--- src/rtl/mem_port_arbiter.sv ---
// -----------------------------------------------------------------------------
// mem_port_arbiter
//   Shares the core's single memory port between instruction fetch (IF) and
//   load/store (D). One transaction is outstanding at a time. The bus request
//   and its operands come from registers. The owner's ack and read data are
//   routed back combinationally in the cycle the bus acknowledges. A pipeline
//   flush cancels a pending fetch. It also drops the ack of a fetch already on
//   the bus.
//
//   Optional feature macro: ARB_STARVE_GUARD_EN
//     defined   : after MAX_WAIT consecutive D grants made while IF waits, IF
//                 wins the next arbitration.
//     undefined : strict D priority, so IF can starve.
//
// Parameters
//   ADDR_W    address width
//   DATA_W    data width (byte enables are DATA_W/8 wide)
//   MAX_WAIT  D grants tolerated while IF waits (guard build only), 1..15
//
// Ports
//   i_clk, i_rstn                     clock, synchronous active-low reset
//   i_ifReq/i_ifAddr/i_flush          fetch request side
//   o_ifAck/o_ifData                  fetch completion + data
//   i_dReq/i_dWe/i_dAddr/i_dWdata/i_dBe  LSU request side
//   o_dAck/o_dRdata                   LSU completion + load data
//   o_memReq/o_memWe/o_memAddr/o_memWdata/o_memBe  bus request (registered)
//   i_memAck/i_memRdata               bus completion + read data
//   o_busy                            transaction outstanding
// -----------------------------------------------------------------------------
module mem_port_arbiter #(
  parameter int ADDR_W   = 32,
  parameter int DATA_W   = 32,
  parameter int MAX_WAIT = 4
) (
  input  logic                  i_clk,
  input  logic                  i_rstn,
  input  logic                  i_ifReq,
  input  logic [ADDR_W-1:0]     i_ifAddr,
  input  logic                  i_flush,
  output logic                  o_ifAck,
  output logic [DATA_W-1:0]     o_ifData,
  input  logic                  i_dReq,
  input  logic                  i_dWe,
  input  logic [ADDR_W-1:0]     i_dAddr,
  input  logic [DATA_W-1:0]     i_dWdata,
  input  logic [DATA_W/8-1:0]   i_dBe,
  output logic                  o_dAck,
  output logic [DATA_W-1:0]     o_dRdata,
  output logic                  o_memReq,
  output logic                  o_memWe,
  output logic [ADDR_W-1:0]     o_memAddr,
  output logic [DATA_W-1:0]     o_memWdata,
  output logic [DATA_W/8-1:0]   o_memBe,
  input  logic                  i_memAck,
  input  logic [DATA_W-1:0]     i_memRdata,
  output logic                  o_busy
);

  localparam int BE_W = DATA_W / 8;

  localparam logic [1:0] S_IDLE  = 2'd0;
  localparam logic [1:0] S_FETCH = 2'd1;
  localparam logic [1:0] S_DATA  = 2'd2;

  // The starvation counter is 4 bits wide, so MAX_WAIT must fit in it.
  if (MAX_WAIT < 1 || MAX_WAIT > 15) begin : g_bad_max_wait
    $error("mem_port_arbiter: MAX_WAIT out of range 1..15");
  end

  logic [1:0]        state_q, state_d;
  logic              mem_we_q, mem_we_d;
  logic [ADDR_W-1:0] mem_addr_q, mem_addr_d;
  logic [DATA_W-1:0] mem_wdata_q, mem_wdata_d;
  logic [BE_W-1:0]   mem_be_q, mem_be_d;
  logic              drop_q, drop_d;
  logic              if_ack_s;
  logic              d_ack_s;
  logic              if_forced_s;

`ifdef ARB_STARVE_GUARD_EN
  localparam logic [3:0] MAX_WAIT_C = 4'(MAX_WAIT);
  logic [3:0] starve_cnt_q, starve_cnt_d;

  // IF overrides D priority once D has been granted MAX_WAIT times in a row.
  assign if_forced_s = (starve_cnt_q == MAX_WAIT_C) && i_ifReq && !i_flush;

  // Starvation counter next-state. The count only moves on IDLE-cycle
  // arbitration. It saturates at MAX_WAIT so that the override stays armed
  // while IF is held off, for example by a flush.
  always_comb begin
    starve_cnt_d = starve_cnt_q;
    if (state_q == S_IDLE) begin
      if (!i_ifReq) begin
        starve_cnt_d = 4'd0;
      end else if (i_dReq && !if_forced_s) begin
        if (starve_cnt_q >= MAX_WAIT_C) begin
          starve_cnt_d = starve_cnt_q;
        end else begin
          starve_cnt_d = starve_cnt_q + 4'd1;
        end
      end else if (!i_flush) begin
        starve_cnt_d = 4'd0;
      end else begin
        starve_cnt_d = starve_cnt_q;
      end
    end else begin
      starve_cnt_d = starve_cnt_q;
    end
  end

  // Starvation counter register.
  always_ff @(posedge i_clk) begin
    if (!i_rstn) begin
      starve_cnt_q <= 4'd0;
    end else begin
      starve_cnt_q <= starve_cnt_d;
    end
  end
`else
  assign if_forced_s = 1'b0;
`endif

  // Arbitration, transaction tracking and ack routing.
  always_comb begin
    state_d     = state_q;
    mem_we_d    = mem_we_q;
    mem_addr_d  = mem_addr_q;
    mem_wdata_d = mem_wdata_q;
    mem_be_d    = mem_be_q;
    drop_d      = drop_q;
    if_ack_s    = 1'b0;
    d_ack_s     = 1'b0;
    case (state_q)
      S_IDLE: begin
        drop_d = 1'b0;
        if (i_dReq && !if_forced_s) begin
          state_d     = S_DATA;
          mem_we_d    = i_dWe;
          mem_addr_d  = i_dAddr;
          mem_wdata_d = i_dWdata;
          mem_be_d    = i_dBe;
        end else if (i_ifReq && !i_flush) begin
          state_d     = S_FETCH;
          mem_we_d    = 1'b0;
          mem_addr_d  = i_ifAddr;
          mem_wdata_d = {DATA_W{1'b0}};
          mem_be_d    = {BE_W{1'b1}};
        end else begin
          state_d = S_IDLE;
        end
      end
      S_FETCH: begin
        if (i_memAck) begin
          // The bus cannot abort a fetch. A flush that arrives before or with
          // the ack only hides the completion from the fetch stage.
          if_ack_s = !(drop_q || i_flush);
          state_d  = S_IDLE;
          drop_d   = 1'b0;
        end else if (i_flush) begin
          drop_d = 1'b1;
        end else begin
          drop_d = drop_q;
        end
      end
      S_DATA: begin
        if (i_memAck) begin
          d_ack_s = 1'b1;
          state_d = S_IDLE;
        end else begin
          state_d = S_DATA;
        end
      end
      default: begin
        state_d = S_IDLE;
        drop_d  = 1'b0;
      end
    endcase
  end

  // State and bus-side registers.
  always_ff @(posedge i_clk) begin
    if (!i_rstn) begin
      state_q     <= S_IDLE;
      mem_we_q    <= 1'b0;
      mem_addr_q  <= {ADDR_W{1'b0}};
      mem_wdata_q <= {DATA_W{1'b0}};
      mem_be_q    <= {BE_W{1'b0}};
      drop_q      <= 1'b0;
    end else begin
      state_q     <= state_d;
      mem_we_q    <= mem_we_d;
      mem_addr_q  <= mem_addr_d;
      mem_wdata_q <= mem_wdata_d;
      mem_be_q    <= mem_be_d;
      drop_q      <= drop_d;
    end
  end

  assign o_memReq   = (state_q != S_IDLE);
  assign o_busy     = (state_q != S_IDLE);
  assign o_memWe    = mem_we_q;
  assign o_memAddr  = mem_addr_q;
  assign o_memWdata = mem_wdata_q;
  assign o_memBe    = mem_be_q;
  assign o_ifAck    = if_ack_s;
  assign o_dAck     = d_ack_s;
  assign o_ifData   = if_ack_s ? i_memRdata : {DATA_W{1'b0}};
  assign o_dRdata   = d_ack_s  ? i_memRdata : {DATA_W{1'b0}};

endmodule

--- config.mk ---
export PLATFORM = sky130hd
export DESIGN_NAME = mem_port_arbiter
export DESIGN_NICKNAME = d
export VERILOG_FILES = /design/src/rtl/mem_port_arbiter.sv
export SDC_FILE = /design/constraint.sdc
export NUM_CORES = 1
export LEC_CHECK = 0
export CAP_MARGIN = 20
export CELL_PAD_IN_SITES_DETAIL_PLACEMENT = 1
export CELL_PAD_IN_SITES_GLOBAL_PLACEMENT = 2
export CORE_MARGIN = 4
export CORE_UTILIZATION = 36
export CTS_CLUSTER_SIZE = 8
export DETAILED_ROUTE_END_ITERATION = 10
export DONT_BUFFER_PORTS = 1
export PLACE_DENSITY = 0.81
export SLEW_MARGIN = 20
export SYNTH_ARGS = -nofsm -noshare
export SYNTH_HDL_FRONTEND = slang
export SYNTH_SLANG_ARGS = --single-unit
--- constraint.sdc ---
create_clock -name i_clk -period 3.1 [get_ports i_clk]
set_clock_uncertainty 0.05 [all_clocks]
set_input_delay 0.31 -clock i_clk [delete_from_list [all_inputs] [get_ports i_clk]]
set_output_delay 0.31 -clock i_clk [all_outputs]
set_load 0.05 [all_outputs]
# Yosys cells after proc, flatten, opt, wreduce, memory -nomap -nowiden
# Index checks and enable logic that the tools add are counted.
dict set report word_totals {
  ff_bits 72
  input_bits 139
  output_inout_bits 137
  wordCells 42
}
dict set report classes {
  eq_ne 4
  mux 22
  bitwise 1
  reduce_logical 9
}
# cell count
set op_table {}
lappend op_table {{2-to-1 mux 32 bit} 6}
lappend op_table {{2-to-1 mux 1 bit} 9}
lappend op_table {{2-to-1 mux 4 bit} 2}
lappend op_table {{2-to-1 mux 2 bit} 3}
lappend op_table {{one-hot mux 2 bit (3 select lines)} 1}
lappend op_table {{AND reduction 2 bit} 2}
lappend op_table {{nonzero test 2 bit} 2}
lappend op_table {{!= test 3 bit (second input constant)} 1}
lappend op_table {{equality test 2 x 1 -> 1 bit (second input constant)} 1}
lappend op_table {{equality test 2 bit (second input constant)} 1}
lappend op_table {{logical NOT 1 bit} 2}
lappend op_table {{logical NOT 2 bit} 1}
lappend op_table {{!= test 2 bit (second input constant)} 1}
lappend op_table {{one-hot mux 1 bit (2 select lines)} 1}
lappend op_table {{logical AND 1 bit} 1}
lappend op_table {{logical OR 1 bit} 1}
lappend op_table {{NOT 1 bit} 1}

# Longest topological paths before layout
dict set report logic_depth {
  ltp_word 5
  depth_mapped 6
  mapped_depth_nobuf 3
}

# Worst setup path before layout
# OpenSTA, ideal clock, no wires.
dict set report synth_timing {
  path_kind {register to output}
  from {register state_q[1]}
  to {output o_dRdata[22]}
  arrival_ns 1.620
  t_required_ns 2.740
  setup_slack_ns 1.120
  path_stages_with_launch 6
  path_buffers 2
  cell_sequence {dfxtp_1 > buf_4 > inv_1 > nor3b_2 > buf_2 > and2_1}
}
dict set report synth_between {
  elab_chain_cells 3
}
# item line_no
set synth_rtl {}
lappend synth_rtl {{from (decl)} 70} ;# logic [1:0] state_q, state_d;
lappend synth_rtl {{from (signal assigned)} 190} ;# state_q <= state_d;
lappend synth_rtl {{equality test 2 bit} 133} ;# case (state_q)
lappend synth_rtl {{2-to-1 mux 1 bit} 133}
lappend synth_rtl {{via o_dAck} 47} ;# output logic o_dAck,
lappend synth_rtl {{2-to-1 mux 32 bit} 208} ;# assign o_dRdata = d_ack_s ? i_memRdata : {DATA_W{1'b0}};
lappend synth_rtl {{to (decl)} 48} ;# output logic [DATA_W-1:0] o_dRdata,
# The timed path passes the listed nets, and every way through them passes these cells.

# Worst setup path in the final report
dict set report layout_timing {
  from {register state_q[1]}
  to {output o_dRdata[9]}
}
dict set report layout_between {
  elab_chain_cells 3
}
# item line_no
set layout_rtl {}
lappend layout_rtl {{equality test 2 bit} 133}
lappend layout_rtl {{2-to-1 mux 1 bit} 133}
lappend layout_rtl {{2-to-1 mux 32 bit} 208}
# No other way between the ends.

==> qor.txt <==
CP endpoint kind: primary output
Hold path endpoint: o_memWdata[5]
Number of global-route vias before repair: 2666
Ys Warns: 0
Avg Cell Area, Syn: 10.6 um^2
Hold Path Cell Cnt: 1
Register area share after synthesis: 41.3%
Crit path cell chain: inv_1 -> nor3b_4 -> and2_1
Reg-to-reg endpoint: o_memWe
HP Class: input pin to flop
Diodes inserted: 0
TritonRoute pass-1 iters: 4
Total Nets Final: 447
Primary FF master, synth: dfxtp_1
Fraction of registers with async set/reset: 0%
Cell variety after synth: 27
Slowest Stage Delay on Critical Path: 0.80 ns
Avg Vias per Cell: 5.82
# port buffers: 0
Post-Syn Instances: 330
R2r startpoint: state_q[1]
RSZ-0062 raised after global routing: false
Syn nets: 469
Max Slew Vio Count: 0
Fin crit share: 90.7%
Hold Startpoint: i_dWdata[5]
FP Rows: 35
Achievable Freq: 355 MHz
Routed WL per cell: 23.0 um
Lkg Pwr: 1.70 nW
Slew at the pin with the worst max-slew slack: 0.916 ns
GP Congestion: 0.688
Setup slack, reg-to-reg: 1.03 ns
Max-cap check violation count: 0
Vias: 2574
Share of layout cells above drive strength 1: 9.90%
Hold Buf Count CTS: 0
CTS tree: built
Worst Reg-to-Reg Cells: 4
Final Util: 39.4%
Total wire length: 10200 um
Final hold vios: 0
Die height: 106 um
Startpoint type of the worst setup path: flop
Global-route wire length before repair: 14800 um
Synth-to-layout area growth: 5.38%
Worst Path Arrival: 2.45 ns
EDFF count, synth: 0
Residual DRC: 0
Final-report setup violation count: 0
Sum Neg Setup Slack: 0 ns
GRT Overall Usage: 16.3%
Gr ovfl total: 0
Status: complete, no violations
ANT nets after route: 0
Post_cts resized: 0
Total core area: 9330 um^2
CTS clk-pin slew, worst paths: 0.08 ns
Largest net degree at the start of global routing: 71
Max IR drop VDD: 0.000257 V
Maximum clock path buffer count: 2
Clock Latency Late Sink: 0.32 ns
Slowest cell on the critical path: nor3b_4
Pwr per Cell Area: 679 nW/um^2
H-tree depth: 3
CTS buffer count: 9
Die X: 106 um
Yosys reg bits: 72
Hold Slack: 0.0607 ns
WP data required: 2.74 ns
Post-CTS setup buffers: 0
Half-perimeter wire length after placement: 7370 um
Initial core utilization: 37.4%
Largest fanout on the critical path: 33
Critical path class: flop to primary output
Io pins: 276
Post-synthesis cell area: 3490 um^2
Sink Count: 72
Clock root cell: clkbuf_8
Slew HR: 38.9%
Fillcell total: 1038
Fin crit period: 2.81 ns
Die Area: 11300 um^2
Iter 0 DRT Violations: 134
Initial antenna violation count: 1
-- cell families (layout without fill, tap and decap cells) --
kind of cell,after synthesis,count (layout),share of synthesized area [%]
AOI/OAI and AO/OA,108,108,27.4
and+or+nand+nor,76,76,14.4
DFF,72,72,41.3
buffers and inverters,42,25,7.72
muxes,32,32,9.19
-- per-layer routing --
layer | track usage, % | wire [um]
met1 | 18.2 | 3960
met4 | 3.42 | 41
met2 | 29.2 | 5260
met3 | 6.62 | 903
met5 | 0 | 13
-- metrics by stage --
step / instances / cell area, um^2 / power, W / setup WS [ns]
2_1_floorplan: 330 / 3490 / 0.00167 / 1.12
3_3_place_gp: 426 / 3440 / 0.00167 / 0.784
3_5_place_dp: 426 / 3440 / 0.00169 / 0.642
4_1_cts: 442 / 3670 / 0.00254 / 0.262
5_1_grt: 442 / 3670 / 0.00261 / 0.0396
6_report: 442 / 3670 / 0.00249 / 0.287
-- critical path, delay by kind of cell (launching register included) --
family / cells / cell delay (ns)
buffers and inverters: 1 / 0.16
flip-flops: 1 / 0.60
AND/OR/NAND/NOR: 2 / 1.36
-- power breakdown --
part           leakage, nW  internal (W)  switching [W]
clock                0.119      0.000496       0.000338
combinational        0.989      0.000118       0.000189
sequential           0.595       0.00101       0.000346
-- flip-flops by register name (all words and copies together), names as in the netlist --
register    flops
o_memAddr      32
drop_q          1
o_memWdata     32
o_memWe         1
o_memBe         4
state_q         2
-- cell usage after synthesis, types with 2 or more instances --
master / number / area [um^2]
nor2b_1: 2 / 12.5
buf_2: 8 / 40.0
nor2_1: 2 / 7.51
inv_1: 3 / 11.3
o211ai_1: 33 / 248
buf_4: 5 / 37.5
o221a_2: 4 / 45.0
o211a_1: 32 / 320
nand2_1: 2 / 7.51
clkbuf_1: 14 / 52.6
a22o_1: 33 / 289
and2_1: 64 / 400
dfxtp_1: 72 / 1440
a21oi_1: 2 / 10.0
mux2i_1: 32 / 320
buf_6: 11 / 124
-- layout make-up --
type | instances | area, um^2 | area share [%]
Multi-Input combinational cell | 216 | 1780 | 48.6
Sequential cell | 72 | 1440 | 39.2
Tap cell | 129 | 161 | 4.39
Clock buffer | 11 | 151 | 4.12
Clock inverter | 5 | 78.8 | 2.15
Timing Repair Buffer | 6 | 45.0 | 1.23
Inverter | 3 | 11.3 | 0.307
-- cell usage in the layout, fill, tap and decap left out --
master / n
nor2b_1: 1
nand2_1: 2
and2_1: 64
o21ai_1: 1
o31ai_4: 1
a2111oi_0: 1
nor4_4: 1
o211a_1: 32
clkinv_4: 1
o211ai_1: 33
buf_4: 6
a21oi_1: 2
clkbuf_8: 11
nor2b_2: 1
nor3b_4: 1
o21a_1: 1
nor2_8: 1
clkinv_2: 2
a22o_1: 33
nand3b_1: 1
mux2i_1: 32
and3_1: 1
o221a_2: 4
bufinv_16: 2
nor2_1: 2
dfxtp_1: 72
inv_1: 3
nor3_1: 1
-- worst max path at each step --
| stage | start | endpoint | slack [ns] | depth (start not counted) |
|---|---|---|---|---|
| finish | state_q[1] | o_dRdata[9] | 0.29 | 3 |
| global route | state_q[1] | o_dRdata[21] | 0.04 | 3 |
| CTS | state_q[1] | o_dRdata[9] | 0.26 | 3 |
| detailed placement | state_q[1] | o_dRdata[9] | 0.64 | 3 |
| global placement | state_q[1] | o_dRdata[17] | 0.78 | 3 |
| floorplan | state_q[1] | o_dRdata[22] | 1.12 | 5 |
Note: power is estimated with default switching activity, not from simulation.
